<file path="config.mk">
export PLATFORM = sky130hd
export DESIGN_NAME = spi_boot_ctrl_flat
export DESIGN_NICKNAME = d
export VERILOG_FILES = /design/src/rtl/spi_boot_pkg.sv /design/src/rtl/spi_boot_ctrl_if.sv /design/src/rtl/spi_word_asm.sv /design/src/rtl/spi_boot_ctrl.sv /design/src/flat_wrapper.sv
export SDC_FILE = /design/constraint.sdc
export NUM_CORES = 1
export LEC_CHECK = 0
export ABC_AREA = 1
export CAP_MARGIN = 20
export CORE_UTILIZATION = 50
export DETAILED_ROUTE_END_ITERATION = 16
export MAX_ROUTING_LAYER = met4
export PLACE_DENSITY = 0.94
export SETUP_SLACK_MARGIN = 0.2
export SLEW_MARGIN = 25
export SYNTH_ARGS = -nofsm -noshare
export SYNTH_HDL_FRONTEND = slang
export SYNTH_SLANG_ARGS = --single-unit
</file>
<file path="constraint.sdc">
create_clock -name i_clk -period 3.75 [get_ports i_clk]
set_clock_uncertainty 0.1 [all_clocks]
set_input_delay 0.375 -clock i_clk [delete_from_list [all_inputs] [get_ports i_clk]]
set_output_delay 0.375 -clock i_clk [all_outputs]
set_load 0.03 [all_outputs]
</file>
<file path="src/rtl/spi_boot_pkg.sv">
// spi_boot_pkg: shared command codes, terminator and FSM encoding
// for the SPI boot loader controller.
package spi_boot_pkg;

  localparam logic [7:0]  CMD_STATUS = 8'h00;
  localparam logic [7:0]  CMD_READ   = 8'h01;
  localparam logic [7:0]  CMD_WRITE  = 8'h02;
  localparam logic [31:0] BOOT_TERM  = 32'hFFFF_FFFF;

  typedef enum logic [2:0] {
    S_IDLE,
    S_CMD,
    S_WR_COL,
    S_WR_BUS,
    S_RD_COL,
    S_RD_BUS,
    S_ST_SEND,
    S_DRAIN
  } state_t;

  function automatic logic is_col(state_t s);
    return (s == S_WR_COL) || (s == S_RD_COL) ||
           (s == S_ST_SEND);
  endfunction

endpackage

</file>
<file path="src/rtl/spi_boot_ctrl_if.sv">
// spi_boot_ctrl_if: IMEM bus between the boot controller (master)
// and the memory (slave).
interface spi_boot_ctrl_if #(
  parameter int ADR_W = 32
);

  logic             o_mem_cyc;
  logic             o_mem_we;
  logic [ADR_W-1:0] o_mem_adr;
  logic [31:0]      o_mem_dat;
  logic [31:0]      i_mem_rdt;
  logic             i_mem_ack;

  modport master (
    output o_mem_cyc, o_mem_we,
    output o_mem_adr, o_mem_dat,
    input  i_mem_rdt, i_mem_ack
  );

  modport slave (
    input  o_mem_cyc, o_mem_we,
    input  o_mem_adr, o_mem_dat,
    output i_mem_rdt, i_mem_ack
  );

endinterface

</file>
<file path="src/rtl/spi_word_asm.sv">
// spi_word_asm: 4-byte LSB-first word assembler and tx serialiser
// sharing one byte counter.
module spi_word_asm (
  input  logic        clk,
  input  logic        rst,
  input  logic        clr,
  input  logic        acc,
  input  logic [7:0]  rx_data,
  input  logic        load,
  input  logic [31:0] load_word,
  output logic [31:0] word,
  output logic [31:0] word_nxt,
  output logic        done,
  output logic [7:0]  tx_data
);

  logic [1:0]  cnt;
  logic [31:0] rx_q;
  logic [31:0] tx_q;

  assign word_nxt = {rx_data, rx_q[31:8]};
  assign done     = acc && (cnt == 2'd3);
  assign word     = rx_q;
  assign tx_data  = tx_q[7:0];

  // byte counter, rx shift-in and tx shift-out
  always_ff @(posedge clk) begin
    if (rst) begin
      cnt  <= 2'd0;
      rx_q <= '0;
      tx_q <= '0;
    end else begin
      if (clr) begin
        cnt <= 2'd0;
      end else if (acc) begin
        cnt  <= cnt + 2'd1;
        rx_q <= word_nxt;
      end
      if (load) begin
        tx_q <= load_word;
      end else if (acc) begin
        tx_q <= {8'h00, tx_q[31:8]};
      end
    end
  end

endmodule

</file>
<file path="src/rtl/spi_boot_ctrl.sv">
// spi_boot_ctrl: SPI command slave that loads IMEM and reports status.
// Define SPI_BOOT_READBACK_EN to enable the 0x01 IMEM read-back command.
module spi_boot_ctrl
  import spi_boot_pkg::*;
#(
  parameter int IMEM_WORDS = 1024,
  parameter int ADR_W      = 32
) (
  input  logic            i_clk,
  input  logic            i_rst,
  input  logic            i_csn,
  input  logic            i_rx_valid,
  input  logic [7:0]      i_rx_data,
  output logic [7:0]      o_tx_data,
  spi_boot_ctrl_if.master bus,
  input  logic [31:0]     i_status,
  output logic            o_prog,
  output logic            o_boot_done,
  output logic            o_ovr,
  output logic [15:0]     o_word_cnt
);

  state_t      state;
  state_t      state_nxt;
  logic        csn_q;
  logic        csn_fall;
  logic [31:0] word_idx;
  logic [15:0] word_cnt;
  logic        ovr;
  logic        boot_done;
  logic        prog;
  logic        idx_full;
  logic        rx_cmd;

  logic        acc;
  logic        asm_clr;
  logic        asm_done;
  logic        tx_load;
  logic [31:0] tx_word;
  logic [31:0] asm_word;
  logic [31:0] asm_word_nxt;

  logic        wr_dec;
  logic        term_hit;
  logic        full_hit;
  logic        drop;
  logic        wr_ack;

  assign csn_fall = csn_q && !i_csn;
  assign idx_full = word_idx >= 32'(IMEM_WORDS);
  assign rx_cmd   = (state == S_CMD) && i_rx_valid && !i_csn;
  assign acc      = i_rx_valid && !i_csn && is_col(state);

  assign o_prog      = prog;
  assign o_boot_done = boot_done;
  assign o_ovr       = ovr;
  assign o_word_cnt  = word_cnt;

`ifndef SPI_BOOT_READBACK_EN
  logic unused_rdt;
  assign unused_rdt = ^bus.i_mem_rdt;
`endif

  spi_word_asm u_asm (
    .clk       (i_clk),
    .rst       (i_rst),
    .clr       (asm_clr),
    .acc       (acc),
    .rx_data   (i_rx_data),
    .load      (tx_load),
    .load_word (tx_word),
    .word      (asm_word),
    .word_nxt  (asm_word_nxt),
    .done      (asm_done),
    .tx_data   (o_tx_data)
  );

  // state register
  always_ff @(posedge i_clk) begin
    if (i_rst) state <= S_IDLE;
    else       state <= state_nxt;
  end

  // next-state decode; bus states wait for ack even if CS rose
  always_comb begin
    state_nxt = state;
    unique case (state)
      S_IDLE:
        if (csn_fall) state_nxt = S_CMD;
      S_CMD:
        if (i_csn) begin
          state_nxt = S_IDLE;
        end else if (i_rx_valid) begin
          unique case (i_rx_data)
            CMD_STATUS: state_nxt = S_ST_SEND;
`ifdef SPI_BOOT_READBACK_EN
            CMD_READ:   state_nxt = S_RD_COL;
`endif
            CMD_WRITE:  state_nxt = S_WR_COL;
            default:    state_nxt = S_DRAIN;
          endcase
        end
      S_WR_COL:
        if (i_csn) begin
          state_nxt = S_IDLE;
        end else if (asm_done) begin
          if (asm_word_nxt == BOOT_TERM)
            state_nxt = S_DRAIN;
          else if (!idx_full)
            state_nxt = S_WR_BUS;
        end
      S_WR_BUS:
        if (bus.i_mem_ack)
          state_nxt = i_csn ? S_IDLE : S_WR_COL;
`ifdef SPI_BOOT_READBACK_EN
      S_RD_COL:
        if (i_csn)         state_nxt = S_IDLE;
        else if (asm_done) state_nxt = S_RD_BUS;
      S_RD_BUS:
        if (bus.i_mem_ack)
          state_nxt = i_csn ? S_IDLE : S_RD_COL;
`endif
      S_ST_SEND:
        if (i_csn)         state_nxt = S_IDLE;
        else if (asm_done) state_nxt = S_DRAIN;
      S_DRAIN:
        if (i_csn) state_nxt = S_IDLE;
      default:
        state_nxt = S_IDLE;
    endcase
  end

  // bus, tx-load and event strobes per state
  always_comb begin
    bus.o_mem_cyc = 1'b0;
    bus.o_mem_we  = 1'b0;
    bus.o_mem_adr = ADR_W'({word_idx[29:0], 2'b00});
    bus.o_mem_dat = asm_word;
    asm_clr       = (state == S_IDLE);
    tx_load       = 1'b0;
    tx_word       = '0;
    wr_dec        = 1'b0;
    term_hit      = 1'b0;
    full_hit      = 1'b0;
    drop          = 1'b0;
    wr_ack        = 1'b0;
    unique case (state)
      S_CMD:
        if (rx_cmd) begin
          tx_load = 1'b1;
          if (i_rx_data == CMD_STATUS) tx_word = i_status;
          wr_dec = (i_rx_data == CMD_WRITE);
        end
      S_WR_COL:
        if (asm_done) begin
          term_hit = (asm_word_nxt == BOOT_TERM);
          full_hit = !term_hit && idx_full;
        end
      S_WR_BUS: begin
        bus.o_mem_cyc = 1'b1;
        bus.o_mem_we  = 1'b1;
        drop          = i_rx_valid;
        wr_ack        = bus.i_mem_ack;
      end
`ifdef SPI_BOOT_READBACK_EN
      S_RD_BUS: begin
        bus.o_mem_cyc = 1'b1;
        bus.o_mem_adr = ADR_W'(asm_word);
        drop          = i_rx_valid;
        if (bus.i_mem_ack) begin
          tx_load = 1'b1;
          tx_word = bus.i_mem_rdt;
        end
      end
`endif
      default: ;
    endcase
  end

  // session flags, word index and saturating write count
  always_ff @(posedge i_clk) begin
    if (i_rst) begin
      csn_q     <= 1'b1;
      word_idx  <= '0;
      word_cnt  <= '0;
      ovr       <= 1'b0;
      boot_done <= 1'b0;
      prog      <= 1'b0;
    end else begin
      csn_q <= i_csn;
      if (wr_dec) begin
        word_idx <= '0;
        prog     <= 1'b1;
      end
      if (state_nxt == S_IDLE) prog <= 1'b0;
      if (wr_ack) begin
        word_idx <= word_idx + 32'd1;
        if (word_cnt != 16'hFFFF)
          word_cnt <= word_cnt + 16'd1;
      end
      if (term_hit) boot_done <= 1'b1;
      if (full_hit || drop) ovr <= 1'b1;
    end
  end

endmodule

</file>
<file path="src/flat_wrapper.sv">
// flat-port wrapper written by rule: the top's interface ports become plain ports
module spi_boot_ctrl_flat import spi_boot_pkg::*;
#(
  parameter int IMEM_WORDS = 1024,
  parameter int ADR_W      = 32
)
  (i_clk, i_rst, i_csn, i_rx_valid, i_rx_data, o_tx_data, i_status, o_prog, o_boot_done, o_ovr, o_word_cnt, bus_o_mem_cyc, bus_o_mem_we, bus_o_mem_adr, bus_o_mem_dat, bus_i_mem_rdt, bus_i_mem_ack);
  spi_boot_ctrl_if #(.ADR_W(ADR_W)) bus_i ();
  input  logic i_clk;
  input  logic i_rst;
  input  logic i_csn;
  input  logic i_rx_valid;
  input  logic [7:0] i_rx_data;
  output logic [7:0] o_tx_data;
  input  logic [31:0] i_status;
  output logic o_prog;
  output logic o_boot_done;
  output logic o_ovr;
  output logic [15:0] o_word_cnt;
  output wire logic [$bits(bus_i.o_mem_cyc)-1:0] bus_o_mem_cyc;
  output wire logic [$bits(bus_i.o_mem_we)-1:0] bus_o_mem_we;
  output wire logic [$bits(bus_i.o_mem_adr)-1:0] bus_o_mem_adr;
  output wire logic [$bits(bus_i.o_mem_dat)-1:0] bus_o_mem_dat;
  input wire logic [$bits(bus_i.i_mem_rdt)-1:0] bus_i_mem_rdt;
  input wire logic [$bits(bus_i.i_mem_ack)-1:0] bus_i_mem_ack;
  assign bus_o_mem_cyc = bus_i.o_mem_cyc;
  assign bus_o_mem_we = bus_i.o_mem_we;
  assign bus_o_mem_adr = bus_i.o_mem_adr;
  assign bus_o_mem_dat = bus_i.o_mem_dat;
  assign bus_i.i_mem_rdt = bus_i_mem_rdt;
  assign bus_i.i_mem_ack = bus_i_mem_ack;
  spi_boot_ctrl #(.IMEM_WORDS(IMEM_WORDS), .ADR_W(ADR_W)) u_core (.i_clk(i_clk), .i_rst(i_rst), .i_csn(i_csn), .i_rx_valid(i_rx_valid), .i_rx_data(i_rx_data), .o_tx_data(o_tx_data), .bus(bus_i), .i_status(i_status), .o_prog(o_prog), .o_boot_done(o_boot_done), .o_ovr(o_ovr), .o_word_cnt(o_word_cnt));
endmodule
</file>
# After elaboration in Yosys (flattened, before gate mapping)
# Index checks and enable logic that the tools add are counted.
[totals]
ff_bits = 121
inputBits = 77
output_inout_bits = 93
elab_cells = 78
[op_classes]
add_sub_neg = 3
magnitude_cmp = 1
n_eq_ne = 10
mux = 32
bitwise = 1
n_reduce_logical = 21
[ops]
columns = ["op", "count"]
rows = [
  ["2-to-1 mux 32 bit", 7],
  ["2-to-1 mux 3 bit", 11],
  ["adder 32 x 1 -> 32 bit, second input constant", 1],
  ["equality test 32 bit, second input constant", 1],
  [">= comparator 32 x 11 -> 1 bit, second input constant", 1],
  ["case mux 3 bit (6 select lines)", 1],
  ["adder 16 x 1 -> 16 bit, second input constant", 1],
  ["inequality test 16 bit, second input constant", 1],
  ["2-to-1 mux 1 bit", 11],
  ["equality test 3 bit, second input constant", 3],
  ["equality test 8 x 2 -> 1 bit, second input constant", 1],
  ["zero test 8 bit", 1],
  ["logical AND 1 bit", 7],
  ["equality test 3 x 2 -> 1 bit, second input constant", 2],
  ["zero test 3 bit", 2],
  ["case mux 3 bit (2 select lines)", 1],
  ["AND reduction 2 bit", 2],
  ["nonzero test 2 bit", 2],
  ["OR reduction 2 bit", 2],
  ["equality test 3 x 1 -> 1 bit, second input constant", 1],
  ["logical OR 1 bit", 3],
  ["adder 2 x 1 -> 2 bit, second input constant", 1],
  ["equality test 2 bit, second input constant", 1],
  ["zero test 1 bit", 2],
  ["other kinds (2)", 2],
]

# Depth between registers and ports, before layout
[logic_depth]
ltp_word = 10
ltp_mapped = 11
ltp_nobuf = 11

# By module
# Synthesis repeated with hierarchy kept, for this count alone.
[unflattened]
hier_cells = 1053
hier_area_um2 = 6852.8
[modules_own_cells]
columns = ["module", "n_inst", "cells_per_inst", "area_per_inst_um2", "seq_area_each_um2"]
rows = [
  ["spi_boot_ctrl", 1, 626, 3867.5, 1101.1],
  ["spi_word_asm", 1, 427, 2985.4, 1321.3],
]

# Worst setup path after synthesis
# No wires, ideal clock.
[synth_path]
kind = "flip-flop to flip-flop"
from = "register u_core.word_cnt[0], in the netlist u_core.o_word_cnt[0]"
to = "register u_core.word_cnt[11], in the netlist u_core.o_word_cnt[11]"
setup_ps = 132
arrival_ps = 1682
required_time_ps = 3518
setup_slack_ps = 1836
path_stages_with_launch = 10
n_path_buf = 1
period_less_slack_ps = 1914
cell_sequence = "dfxtp_1 > ha_1 > nand3_1 > nor3_4 > nand3_2 > nand2_4 > inv_4 > buf_6 > nand2_1 > a21oi_1"
[synth_between]
elab_chain_len = 2
elab_cells_between_ends = 3
cone_classes = "add/sub (1); eq/ne (1); reduce/logical (1)"
[synth_rtl]
columns = ["element", "line", "rtl"]
rows = [
  ["from (decl)", "spi_boot_ctrl.sv:28", "logic [15:0] word_cnt;"],
  ["from (signal assigned)", "spi_boot_ctrl.sv:199", "word_cnt <= word_cnt + 16'd1;"],
  ["parallel branches: the longest is 2 deep, another holds adder 16 x 1 -> 16 bit", "-", ""],
]
# Parallel ways; which one is timed is not known.
# A chain may end at the register's enable or synchronous reset.

# Worst setup path in the final report
[layout_path]
from = "register u_core.state[0]"
to = "output port bus_o_mem_we"
[layout_between]
elab_chain_len = 2
[layout_rtl]
columns = ["element", "line", "rtl"]
rows = [
  ["from (decl)", "spi_boot_ctrl.sv:23", "state_t state;"],
  ["from (signal assigned)", "spi_boot_ctrl.sv:81", "else state <= state_nxt;"],
  ["equality test 3 x 2 -> 1 bit", "spi_boot_ctrl.sv:147", "unique case (state)"],
  ["2-to-1 mux 1 bit", "spi_boot_ctrl.sv:147", ""],
  ["to (decl)", "flat_wrapper.sv:21", "output wire logic [$bits(bus_i.o_mem_we)-1:0] bus_o_mem_we;"],
]
# Every way passes these cells.

==> impl_metrics.py <==
metrics = {
    "final_layout": {
        "final_core_util": 0.660,
        "drive_above_1_share": 0.0558,
        "layout.nets": 1126,
        "final_common_cell": "nand2_1",
        "fillers": 1040,
        "syn_to_final_growth_pct": 26.6,
        "mostFrequentLayoutCells": "nand2_1 (218), nor2_1 (156), clkdlybuf4s50_1 (135), dfxtp_1 (121)",
        "fin_area_mm2": 0.00810,
        "diodes": 0,
    },
    "synth": {
        "synth_top_family_by_area": "simple AND/OR/NAND/NOR gates",
        "synth_sequential_area_ratio": 0.379,
        "synth_cell_types": 39,
        "syn_avg_cell_area_um2": 6.63,
        "yosys.area_share.xor_xnor": 0.0164,
        "netlist_instances": 964,
        "synth-warning-count": 0,
        "synth_area_leaders": "dfxtp_1 (38%), nand2_1 (13%), nor2_1 (9.2%)",
        "synth_mux_area_frac": 0,
        "yosys.area_share.simple": 0.332,
        "synth_compound_area_frac": 0.145,
        "yosysTopAreaCellShare": 0.379,
        "synth-seq-cells": 121,
        "syn-cell-area_mm2": 0.00639,
        "synth_top_area_cell": "dfxtp_1",
        "synthAdderAreaFrac": 0.00783,
    },
    "detailed_routing": {
        "firstDrtPassIters": 5,
        "num_vias": 6533,
        "ant_nets": 0,
        "drt-initial-drc-count": 559,
        "vias_per_cell": 5.33,
        "wl_per_cell_um": 13.5,
        "finalWirelength_um": 16600,
        "drc_errors": 0,
    },
    "timing": {
        "fin_crit_sh": 0.619,
        "slew_headroom": 0.402,
        "tns_ps": 0,
        "finalSetupViolCount": 0,
        "timing_hold_violations_final": 0,
        "rsz0062_at_grt": "no",
        "period_needed_ps": 2320,
        "fmax_mhz": 431,
        "tightest_slew_ps": 897,
        "slew_violations": 0,
    },
    "setup_path": {
        "startpoint_type": "register",
        "critPathKind": "register to primary output",
        "cp_slowest_cell": "clkdlybuf4s50_1",
        "critPathMaxFanout": 5,
        "slowest_delay_ps": 680,
        "path_cells": "nand3_4 > inv_1 > clkdlybuf4s50_1",
        "crit_start": "u_core.state[0]$_SDFF_PP0_",
        "end_kind": "primary output",
        "crit_arrival_ps": 1850,
        "timing.rr.start": "u_core.state[0]$_SDFF_PP0_",
        "cp_data_required_time_ps": 3270,
    },
    "clock_network": {
        "cts_tree": "built",
        "htree_levels": 4,
        "cts_root_buf": "clkbuf_16",
        "post_cts_resized": 0,
        "cts_buffer_depth": 2,
        "clk_latency_ps": 420,
        "post_cts_buffers": 0,
        "cts_made_buffers": 17,
        "clk_pin_slew_ps": 50,
        "cts.sinks": 121,
        "ctsHoldBuffers": 0,
    },
    "power_and_ir_drop": {
        "totalPowerFinal_uw": 3130,
        "p_leak_uw": 0.00284,
        "power.density_mw_per_mm2": 387,
        "max-vdd-ir-drop_mv": 0.315,
    },
    "die": {
        "coreArea_mm2": 0.0123,
        "rows": 40,
        "initial_core_util": 0.521,
        "die_width_um": 115,
        "io_pins": 170,
        "die_area_mm2": 0.0132,
        "fp.dieH_um": 115,
    },
    "worst_hold_path": {
        "hold_class": "register to register",
        "hp-start": "u_core.u_asm.tx_q[27]$_SDFFE_PP0P_",
    },
    "global_routing": {
        "grt_pass1_vias": 5876,
        "grt_use_total": 0.267,
        "antenna_found_initial": 0,
        "grt_start_max_net_pins": 59,
        "grt_pass1_wl_um": 27300,
        "overflow": 0,
    },
    "placement": {
        "io_buffer_count": 135,
        "hpwlAfterDp_um": 11200,
        "routabilityCongestion": 0.967,
        "place_area_mm2": 0.00749,
    },
    "job": {
        "cap_violations": 0,
    },
    "status": {
        "status": "finished clean",
    },
}
==> final timing paths <==
| path | end | slack [ps] | cells past startpoint |
|---|---|---|---|
| setup reg to reg | u_core.u_asm.word[24]$_SDFFE_PP0P_ | 1680 | 5 |
| hold reg to reg | u_core.u_asm.tx_q[27]$_SDFFE_PP0P_ | 360 | 2 |
| hold / removal | u_core.u_asm.tx_q[27]$_SDFFE_PP0P_ | 360 | 2 |
| setup / recovery | bus_o_mem_we | 1430 | 3 |
==> critical path, delay by kind of cell, from the launching register on <==
| family | cells | cell delay [ps] |
|---|---|---|
| flops | 1 | 450 |
| buf+inv | 2 | 820 |
| simple gates | 1 | 150 |
==> cells in the mapped netlist, drive strengths merged <==
library cell  instances
a21oi                86
conb                  1
nand3                72
o21bai                2
o22ai                 1
xor2                  8
or2                   1
dfxtp               121
o211ai                1
nor4                  1
buf                  59
a22oi                 1
nor2                161
nand2               225
clkinv                2
clkbuf               19
a211oi                1
inv                  68
ha                    4
o21ai                91
xnor2                 4
nor3                 26
nand4                 8
and2                  1
==> stage by stage <==
stage / cells / setup WS, ps / hold slack [ps]
floorplan: 965 / 1840 / 342
global placement: 1194 / 1160 / 352
detailed placement: 1194 / 1130 / 352
CTS: 1226 / 1390 / 362
global route: 1226 / 1320 / 388
finish: 1226 / 1430 / 365
==> registers in the layout (all words and copies together), names as in the netlist <==
signal and cells:
u_core.o_prog 1, u_core.o_ovr 1, u_core.state 3, u_core.o_word_cnt 16
u_core.u_asm.cnt 2, u_core.u_asm.word 32, u_core.csn_q 1, u_core.word_idx 32
u_core.u_asm.tx_q 32, u_core.o_boot_done 1
==> where the power goes <==
| group | internal (uW) | switching, uW | total [uW] |
|---|---|---|---|
| Sequential | 1300 | 11.6 | 1320 |
| Clock | 1040 | 609 | 1650 |
| Combinational | 76.2 | 90.7 | 167 |
==> layout make-up <==
cell class	instances	area, um^2	share of cell area
multi-input cells	696	3220	0.397
flip-flops and latches	121	2420	0.299
repair buffers	139	1380	0.171
clock buffers	17	425	0.0525
inverters	70	265	0.0328
well taps	168	210	0.0260
clock inverters	15	176	0.0218
==> metal layers <==
metal  vias up  global-route usage  share of wire
li1       3254                   -              -
met4         0               0.123          0.022
met5         -                   -              0
met2       272               0.428           0.49
met1      2970               0.318           0.43
met3        37              0.0601          0.063
==> kinds of logic after synthesis <==
kind of cell / Yosys count
AO/OA/AOI/OAI: 183
buffers and inverters: 148
other: 1
AND/OR/NAND/NOR: 495
flip-flops: 121
XOR/XNOR: 12
adder cells (fa/ha/maj): 4
No activity file was read; power rests on OpenSTA's default activity.
